[src/rtl/uart_int_ctrl_gen2_pkg.sv]
// Shared definitions for the gen2 UART interrupt controller: register offsets,
// IRQ state encoding, IIR field layout and the priority-encoder helper.
package uart_int_ctrl_gen2_pkg;

  localparam logic [3:0] ADDR_IER  = 4'h5;
  localparam logic [3:0] ADDR_ISR  = 4'h6;
  localparam logic [3:0] ADDR_IIR  = 4'h7;
  localparam logic [3:0] ADDR_MODE = 4'h8;
  localparam logic [3:0] ADDR_RAW  = 4'h9;
  localparam logic [3:0] ADDR_SET  = 4'hA;

  localparam int IIR_PEND_BIT = 4;
  localparam int IIR_ID_W     = 4;
  localparam int MAX_SRC      = 15;

  typedef enum logic [1:0] {
    IRQ_IDLE   = 2'b00,
    IRQ_ASSERT = 2'b01,
    IRQ_GAP    = 2'b10
  } irqState_t;

  // Lowest set index wins; returns 0 for an all-zero vector.
  function automatic logic [IIR_ID_W-1:0] firstSetIdx(input logic [MAX_SRC-1:0] vec);
    firstSetIdx = '0;
    for (int i = MAX_SRC - 1; i >= 0; i--) begin
      if (vec[i]) firstSetIdx = IIR_ID_W'(i);
    end
  endfunction

endpackage

[src/rtl/uart_int_src_cell.sv]
// One interrupt source: previous-value register for edge detect and the sticky
// status bit with hardware set, software W1S and W1C (set beats clear).
module uart_int_src_cell (
  input  logic DSP_CLK,
  input  logic RESET,
  input  logic src,
  input  logic enable,
  input  logic edgeMode,
  input  logic setBit,
  input  logic clrBit,
  output logic status
);

  logic srcD;
  logic hit;
  logic statusNext;

  assign hit        = enable & (edgeMode ? (src & ~srcD) : src);
  assign statusNext = hit | setBit | (status & ~clrBit);

  // NOTE: state registers use non-blocking assignments so every flop samples
  // pre-edge values regardless of process evaluation order.
  always_ff @(posedge DSP_CLK) begin
    if (RESET) begin
      srcD   <= 1'b0;
      status <= 1'b0;
    end else begin
      srcD   <= src;
      status <= statusNext;
    end
  end

endmodule

[src/rtl/uart_int_ctrl_gen2.sv]
// Gen2 UART interrupt controller: DSP bus decode, IER/MODE registers, per-source
// cells, priority-encoded IIR, registered read port and pulse-separated nIRQ FSM.
module uart_int_ctrl_gen2
  import uart_int_ctrl_gen2_pkg::*;
#(
  parameter int N_SRC   = 4,
  parameter int GAP_CYC = 2,
  parameter int DATA_W  = 16
) (
  input  logic              DSP_CLK,
  input  logic              RESET,
  input  logic              DSP_CEn,
  input  logic              DSP_WEn,
  input  logic [3:0]        DSP_ADDR,
  input  logic [DATA_W-1:0] DSP_WDATA,
  output logic [DATA_W-1:0] DSP_RDATA,
  input  logic [N_SRC-1:0]  INT_SRC,
  output logic              nIRQ
);

  logic              busWr;
  logic              busRd;
  logic              ackWr;
  logic [N_SRC-1:0]  wrBits;
  logic [N_SRC-1:0]  ier;
  logic [N_SRC-1:0]  mode;
  logic [N_SRC-1:0]  isr;
  logic [N_SRC-1:0]  setW1s;
  logic [N_SRC-1:0]  clrW1c;
  logic [N_SRC-1:0]  active;
  logic              pending;
  logic [DATA_W-1:0] iirWord;
  logic [DATA_W-1:0] readWord;
  irqState_t         state;
  irqState_t         stateNext;
  logic [3:0]        gapCnt;
  logic [3:0]        gapNext;
  logic              unusedWdata;

  assign busWr  = ~DSP_CEn & ~DSP_WEn;
  assign busRd  = ~DSP_CEn &  DSP_WEn;
  assign wrBits = DSP_WDATA[N_SRC-1:0];
  assign ackWr  = busWr && (DSP_ADDR == ADDR_ISR);
  assign setW1s = (busWr && (DSP_ADDR == ADDR_SET)) ? wrBits : '0;
  assign clrW1c = ackWr ? wrBits : '0;
  assign unusedWdata = ^DSP_WDATA;

  always_ff @(posedge DSP_CLK) begin
    if (RESET) begin
      ier  <= '0;
      mode <= '0;
    end else if (busWr) begin
      if (DSP_ADDR == ADDR_IER)  ier  <= wrBits;
      if (DSP_ADDR == ADDR_MODE) mode <= wrBits;
    end
  end

  for (genvar i = 0; i < N_SRC; i++) begin : genSrc
    uart_int_src_cell srcCell (
      .DSP_CLK  (DSP_CLK),
      .RESET    (RESET),
      .src      (INT_SRC[i]),
      .enable   (ier[i]),
      .edgeMode (mode[i]),
      .setBit   (setW1s[i]),
      .clrBit   (clrW1c[i]),
      .status   (isr[i])
    );
  end

  assign active  = isr & ier;
  assign pending = |active;

  always_comb begin
    iirWord = '0;
    iirWord[IIR_PEND_BIT]       = pending;
    iirWord[IIR_ID_W-1:0]       = firstSetIdx(MAX_SRC'(active));
  end

  // NOTE: combinational blocks assign a default before any branch so no path
  // leaves a signal unassigned and infers a latch.
  always_comb begin
    readWord = '0;
    case (DSP_ADDR)
      ADDR_IER:  readWord[N_SRC-1:0] = ier;
      ADDR_ISR:  readWord[N_SRC-1:0] = isr;
      ADDR_IIR:  readWord            = iirWord;
      ADDR_MODE: readWord[N_SRC-1:0] = mode;
      ADDR_RAW:  readWord[N_SRC-1:0] = INT_SRC;
      default:   readWord            = '0;
    endcase
  end

  // Read data holds its last value until the next read; writes leave it alone.
  always_ff @(posedge DSP_CLK) begin
    if (RESET)      DSP_RDATA <= '0;
    else if (busRd) DSP_RDATA <= readWord;
  end

  always_comb begin
    stateNext = state;
    gapNext   = gapCnt;
    case (state)
      IRQ_IDLE: begin
        if (pending) stateNext = IRQ_ASSERT;
      end
      IRQ_ASSERT: begin
        if (ackWr) begin
          if (GAP_CYC == 0) begin
            stateNext = IRQ_IDLE;
          end else begin
            stateNext = IRQ_GAP;
            gapNext   = 4'(GAP_CYC);
          end
        end else if (!pending) begin
          stateNext = IRQ_IDLE;
        end
      end
      IRQ_GAP: begin
        gapNext = gapCnt - 4'd1;
        if (gapCnt <= 4'd1) stateNext = IRQ_IDLE;
      end
      default: stateNext = IRQ_IDLE;
    endcase
  end

  // nIRQ comes from its own flop loaded from the next state, so it never glitches.
  always_ff @(posedge DSP_CLK) begin
    if (RESET) begin
      state  <= IRQ_IDLE;
      gapCnt <= '0;
      nIRQ   <= 1'b1;
    end else begin
      state  <= stateNext;
      gapCnt <= gapNext;
      nIRQ   <= (stateNext != IRQ_ASSERT);
    end
  end

endmodule
[config.mk]
export PLATFORM = sky130hd
export DESIGN_NAME = uart_int_ctrl_gen2
export DESIGN_NICKNAME = d
export VERILOG_FILES = /design/src/rtl/uart_int_ctrl_gen2_pkg.sv /design/src/rtl/uart_int_src_cell.sv /design/src/rtl/uart_int_ctrl_gen2.sv
export SDC_FILE = /design/constraint.sdc
export NUM_CORES = 1
export LEC_CHECK = 0
export CAP_MARGIN = 40
export CORE_ASPECT_RATIO = 0.8
export CORE_MARGIN = 8
export CORE_UTILIZATION = 46
export DETAILED_ROUTE_END_ITERATION = 16
export PLACE_DENSITY = 0.79
export SLEW_MARGIN = 20
export SYNTH_ARGS = -nofsm -noshare
export SYNTH_HDL_FRONTEND = slang
export SYNTH_HIERARCHICAL = 1
export SYNTH_SLANG_ARGS = --single-unit
[constraint.sdc]
create_clock -name DSP_CLK -period 2 [get_ports DSP_CLK]
set_input_delay 0.2 -clock DSP_CLK [delete_from_list [all_inputs] [get_ports DSP_CLK]]
set_output_delay 0.2 -clock DSP_CLK [all_outputs]
set_load 0.02 [all_outputs]
* Yosys cells after proc, flatten, opt, wreduce, memory -nomap -nowiden
Cells that the tools add are included.
** Word-level totals
- Output and inout bits :: 17
- Input port bits :: 28
- Register bits :: 39
** Cells by class
- Eq/ne operators :: 10
- Add/sub/neg operators :: 1
- Reductions and logical operators :: 8
- Muxes and demuxes :: 19
- Bitwise operators :: 33
- $lt $le $gt $ge :: 1
** Operators by type and width (number)
- $mux 4 :: 6
- $pmux 4 s5 :: 1
- $and 1x1->1 :: 14
- $eq 4x3->1 const B :: 3
- $eq 4x4->1 const B :: 3
- $mux 2 :: 5
- $not 1->1 :: 10
- $or 1x1->1 :: 8
- $pmux 4 s2 :: 1
- $pmux 2 s3 :: 1
- $reduce_and 2->1 :: 3
- $mux 1 :: 5
- $and 4x4->4 :: 1
- $le 4x1->1 const B :: 1
- $reduce_or 4->1 :: 1
- $sub 4x1->4 const B :: 1
- $eq 2x1->1 const B :: 1
- $eq 2x2->1 const B :: 1
- $logic_and 1x1->1 :: 2
- $logic_not 2->1 :: 1
- $ne 2x1->1 const B :: 1
- $ne 2x2->1 const B :: 1
- $reduce_bool 2->1 :: 1

* Longest topological paths before layout
- Word-level depth :: 7
- Mapped depth :: 7
- Mapped depth without buffers :: 6

* By module
Netlist, hierarchy kept.
** Modules (own cells, without submodules)
- uart_int_ctrl_gen2 :: sequential area each 400.4 um^2, area each 1192.4 um^2, cells each 135, instances 1
- uart_int_src_cell :: sequential area each 40.0 um^2, area each 68.8 um^2, cells each 8, instances 4

* Least setup slack after synthesis
Ideal clock, no wire load.
- Path type :: input to register
- From :: in DSP_ADDR[0]
- To :: reg genSrc[1].srcCell.status
- Path slack :: 0.481 ns
- Stages :: 6
- Library setup time :: 0.070 ns
- Buffers on the path :: 1
- Data arrival time :: 1.450 ns
- Cell sequence :: buf_6 > or4b_4 > nor3b_1 > and2_1 > a21oi_1 > a21oi_1
** Between the ends
- Elaborated cells on any way between the ends :: 10
- Those cells by class :: eq/ne: 2; mux: 2; bitwise: 4; reduce/logical: 2
** RTL lines
- start: declaration :: RTL line uart_int_ctrl_gen2.sv:14 : input logic [3:0] DSP_ADDR,
- $eq 4x4->1 :: RTL line uart_int_ctrl_gen2.sv:44 : assign setW1s = (busWr && (DSP_ADDR == ADDR_SET)) ? wrBits : '0;
- $logic_and 1x1->1 :: RTL line uart_int_ctrl_gen2.sv:44
- $mux 4 :: RTL line uart_int_ctrl_gen2.sv:44
- named net setW1s[1] :: RTL line uart_int_ctrl_gen2.sv:28 : logic [N_SRC-1:0] setW1s;
- $or 1x1->1 (2 in a row) :: RTL line uart_int_src_cell.sv:19 : assign statusNext = hit | setBit | (status & ~clrBit);
- end signal: assignment :: RTL line uart_int_src_cell.sv:29 : status <= statusNext;
- end: declaration :: RTL line uart_int_src_cell.sv:11 : output logic status
The timed path passes the listed nets, and every way through them passes these cells.
A chain may end at the register's enable or synchronous reset.

* Worst setup path after layout
- From :: in DSP_ADDR[0]
- To :: reg DSP_RDATA[0]
** Between the ends
- Longest elaborated chain between the ends :: 2
- Elaborated cells on any way between the ends :: 6
- Those cells by class :: eq/ne: 5; mux: 1
** Ends and longest elaborated chain
- $eq 4x4->1 / $eq 4x3->1 (equally long branches) :: RTL line uart_int_ctrl_gen2.sv:84 : case (DSP_ADDR)
- $pmux 4 s5 (*) :: RTL line uart_int_ctrl_gen2.sv:84
- end signal: assignment :: RTL line uart_int_ctrl_gen2.sv:97 : else if (busRd) DSP_RDATA <= readWord;
- end: declaration :: RTL line uart_int_ctrl_gen2.sv:16 : output logic [DATA_W-1:0] DSP_RDATA,
Every way passes the cells marked *; elsewhere a longest branch is shown, timed or not.

==> metrics.cfg <==
[cts]
insertion_delay_ns=0.27
cts_tree=built
cts_buffers=3
clkTransAtPathRegs_ns=0.09
cts_setup_buffers=0
cts-hold-fix-buffers=0
cts_num_sinks=28
cts-resized-gates=0
htree_levels=1
clockRootBuffer=clkbuf_8
clockBufferDepth=2

[global_route]
antenna_found_initial=0
grt_first_pass_wirelength_um=5840
grt_pass1_vias=1282
grt_max_degree=17
grt_overflow_total=0
grt_usage=0.138

[yosys]
synth_edf_count=0
synth_cell_type_count=42
syn_inst=167
synth_ff_type=dfxtp_1
async_flop_share=0
syn_avg_cell_area_um2=8.79
synth.ff_latch_count=28
synth-seq-area-share=0.382
syn_area_um2=1470
yosys_warnings=6

[timing]
max_freq_mhz=561
tns_ns=0
fin_crit_sh=0.891
setup_slack_ns=0.219
hold_ws_ns=0.465
setup_violations=0
skew_ns=0.00181
period_minus_slack_ns=1.78
rsz0062_at_grt=false
finalHoldViolCount=0
final_max_slew_viol_count=0

[die]
dieWidth_um=79.2
core-area_um2=3060
die_area_um2=5270
start_util=0.479
io_pins=45
core.rowCount=18
dieHeight_um=66.5

[power]
combPwrFrac=0.122
p_seq_frac=0.546
max-vdd-ir-drop_mv=0.591
p_leak_nw=0.735
p_int_mw=0.800
power-per-cell-area_nw_per_um2=569
power_mw=1.04
switchingPower_mw=0.239
p_clk_frac=0.333
p_sw_frac=0.230

[routing]
first_pass_iters=4
drtIter0Drc=53
num_vias=1272
via_per_inst=5.28
drcViolationCount=0
ant_nets=0
wl_per_cell_um=14.7
routed_wl_um=3540

[worst_setup_path]
worst_ep_required_time_ns=2.19
cp_data_arrival_time_ns=1.97
cp_max_fo=7
crit_path_end_kind=register
reg2reg_depth=4
critical_path_class=input port to register
crit_path_start_kind=input port

[run_status]
status=complete, no violations

[cells_and_area]
fin_util=0.596
multi_input_area_um2=801
final_nets=232
drive_gt1_frac=0.129
final_common_cell=dfxtp_1
instances_no_fill=241
n_antenna_cell=0
final_cell_area_um2=1830
layout_common_cells=dfxtp_1 (28), clkdlybuf4s50_1 (21), a21oi_1 (16), buf_4 (16)
areaGrowthSynthToFinish_pct=24.5
fillers=286
regArea_um2=561

[placed_design]
gp_congestion=0.889
placed_cells=237
dp_worst_setup_slack_ns=-0.0578
placed_area_um2=1770
hpwlAfterDp_um=2850
io_buffers=21

[job]
maxCapViolCount=0

[hold_path]
hp-class=register to register
hold_depth=2

path summary, 6_finish.rpt:
kind | startpoint | to | slack [ns]
worst max-delay path | DSP_ADDR[0] | DSP_RDATA[0] | 0.22
worst min-delay path | DSP_RDATA[4] | DSP_RDATA[4] | 0.47
worst max register to register | ier[0] | DSP_RDATA[4] | 0.61
worst min register to register | DSP_RDATA[4] | DSP_RDATA[4] | 0.47
cell families after synthesis:
logic type | synth area share
adder cells (fa/ha/maj) | 0.0170
multiplexers | 0.0818
other | 0.00256
flip-flops | 0.382
buffers and inverters | 0.0980
AO/OA/AOI/OAI | 0.184
AND/OR/NAND/NOR | 0.234
critical path, cell delays in order:
cell and delay (ns):
clkdlybuf4s50_1 0.46, buf_4 0.16, buf_4 0.17, nor2b_1 0.28
a22oi_1 0.15, or2_2 0.29, a221oi_1 0.25
power by group through the flow:
stage / sequential, mW / clock (mW) / combinational (mW)
after global routing: 0.568 / 0.384 / 0.136
after global placement: 0.580 / 0 / 0.120
final: 0.567 / 0.345 / 0.126
after CTS: 0.567 / 0.354 / 0.125
after floorplan: 0.579 / 0 / 0.0749
after detailed placement: 0.580 / 0 / 0.125
state kept, by name, summed over array words and instances, names as in the netlist:
register	flops
DSP_RDATA	5
gapCnt	4
genSrc.srcCell/srcD	4
genSrc.srcCell/status	4
ier	4
mode	4
state	2
nIRQ	1
area by class of cell:
type	count	area share
clock buffer	4	0.0301
multi-input combinational	124	0.438
timing repair buffer	37	0.181
tap	40	0.0274
sequential	28	0.307
inverter	8	0.0164
cell usage after synthesis (2+ instances only):
cell      instances  area, um^2
o31ai_1           3        22.5
nand3_1           4        20.0
nor2_1           12        45.0
a21oi_1          16        80.1
buf_4            11        82.6
ha_1              2        25.0
nand3b_1          2        15.0
inv_1             8        30.0
clkbuf_1          4        15.0
o21ai_0           3        15.0
o22a_1            2        17.5
dfxtp_1          28         561
nor2b_1           6        37.5
a22oi_1           4        30.0
nand2_1          11        41.3
mux2i_1          12         120
a221oi_1          4        35.0
and2_1            8        50.1
nand2b_1          4        25.0
metal layers:
| layer | routed length (um) | global-route usage |
|---|---|---|
| met1 | 1540 | 0.160 |
| met4 | 86 | 0.0553 |
| met3 | 184 | 0.0444 |
| met5 | 0 | 0 |
| met2 | 1730 | 0.233 |
No activity file was read; power rests on OpenSTA's default activity.
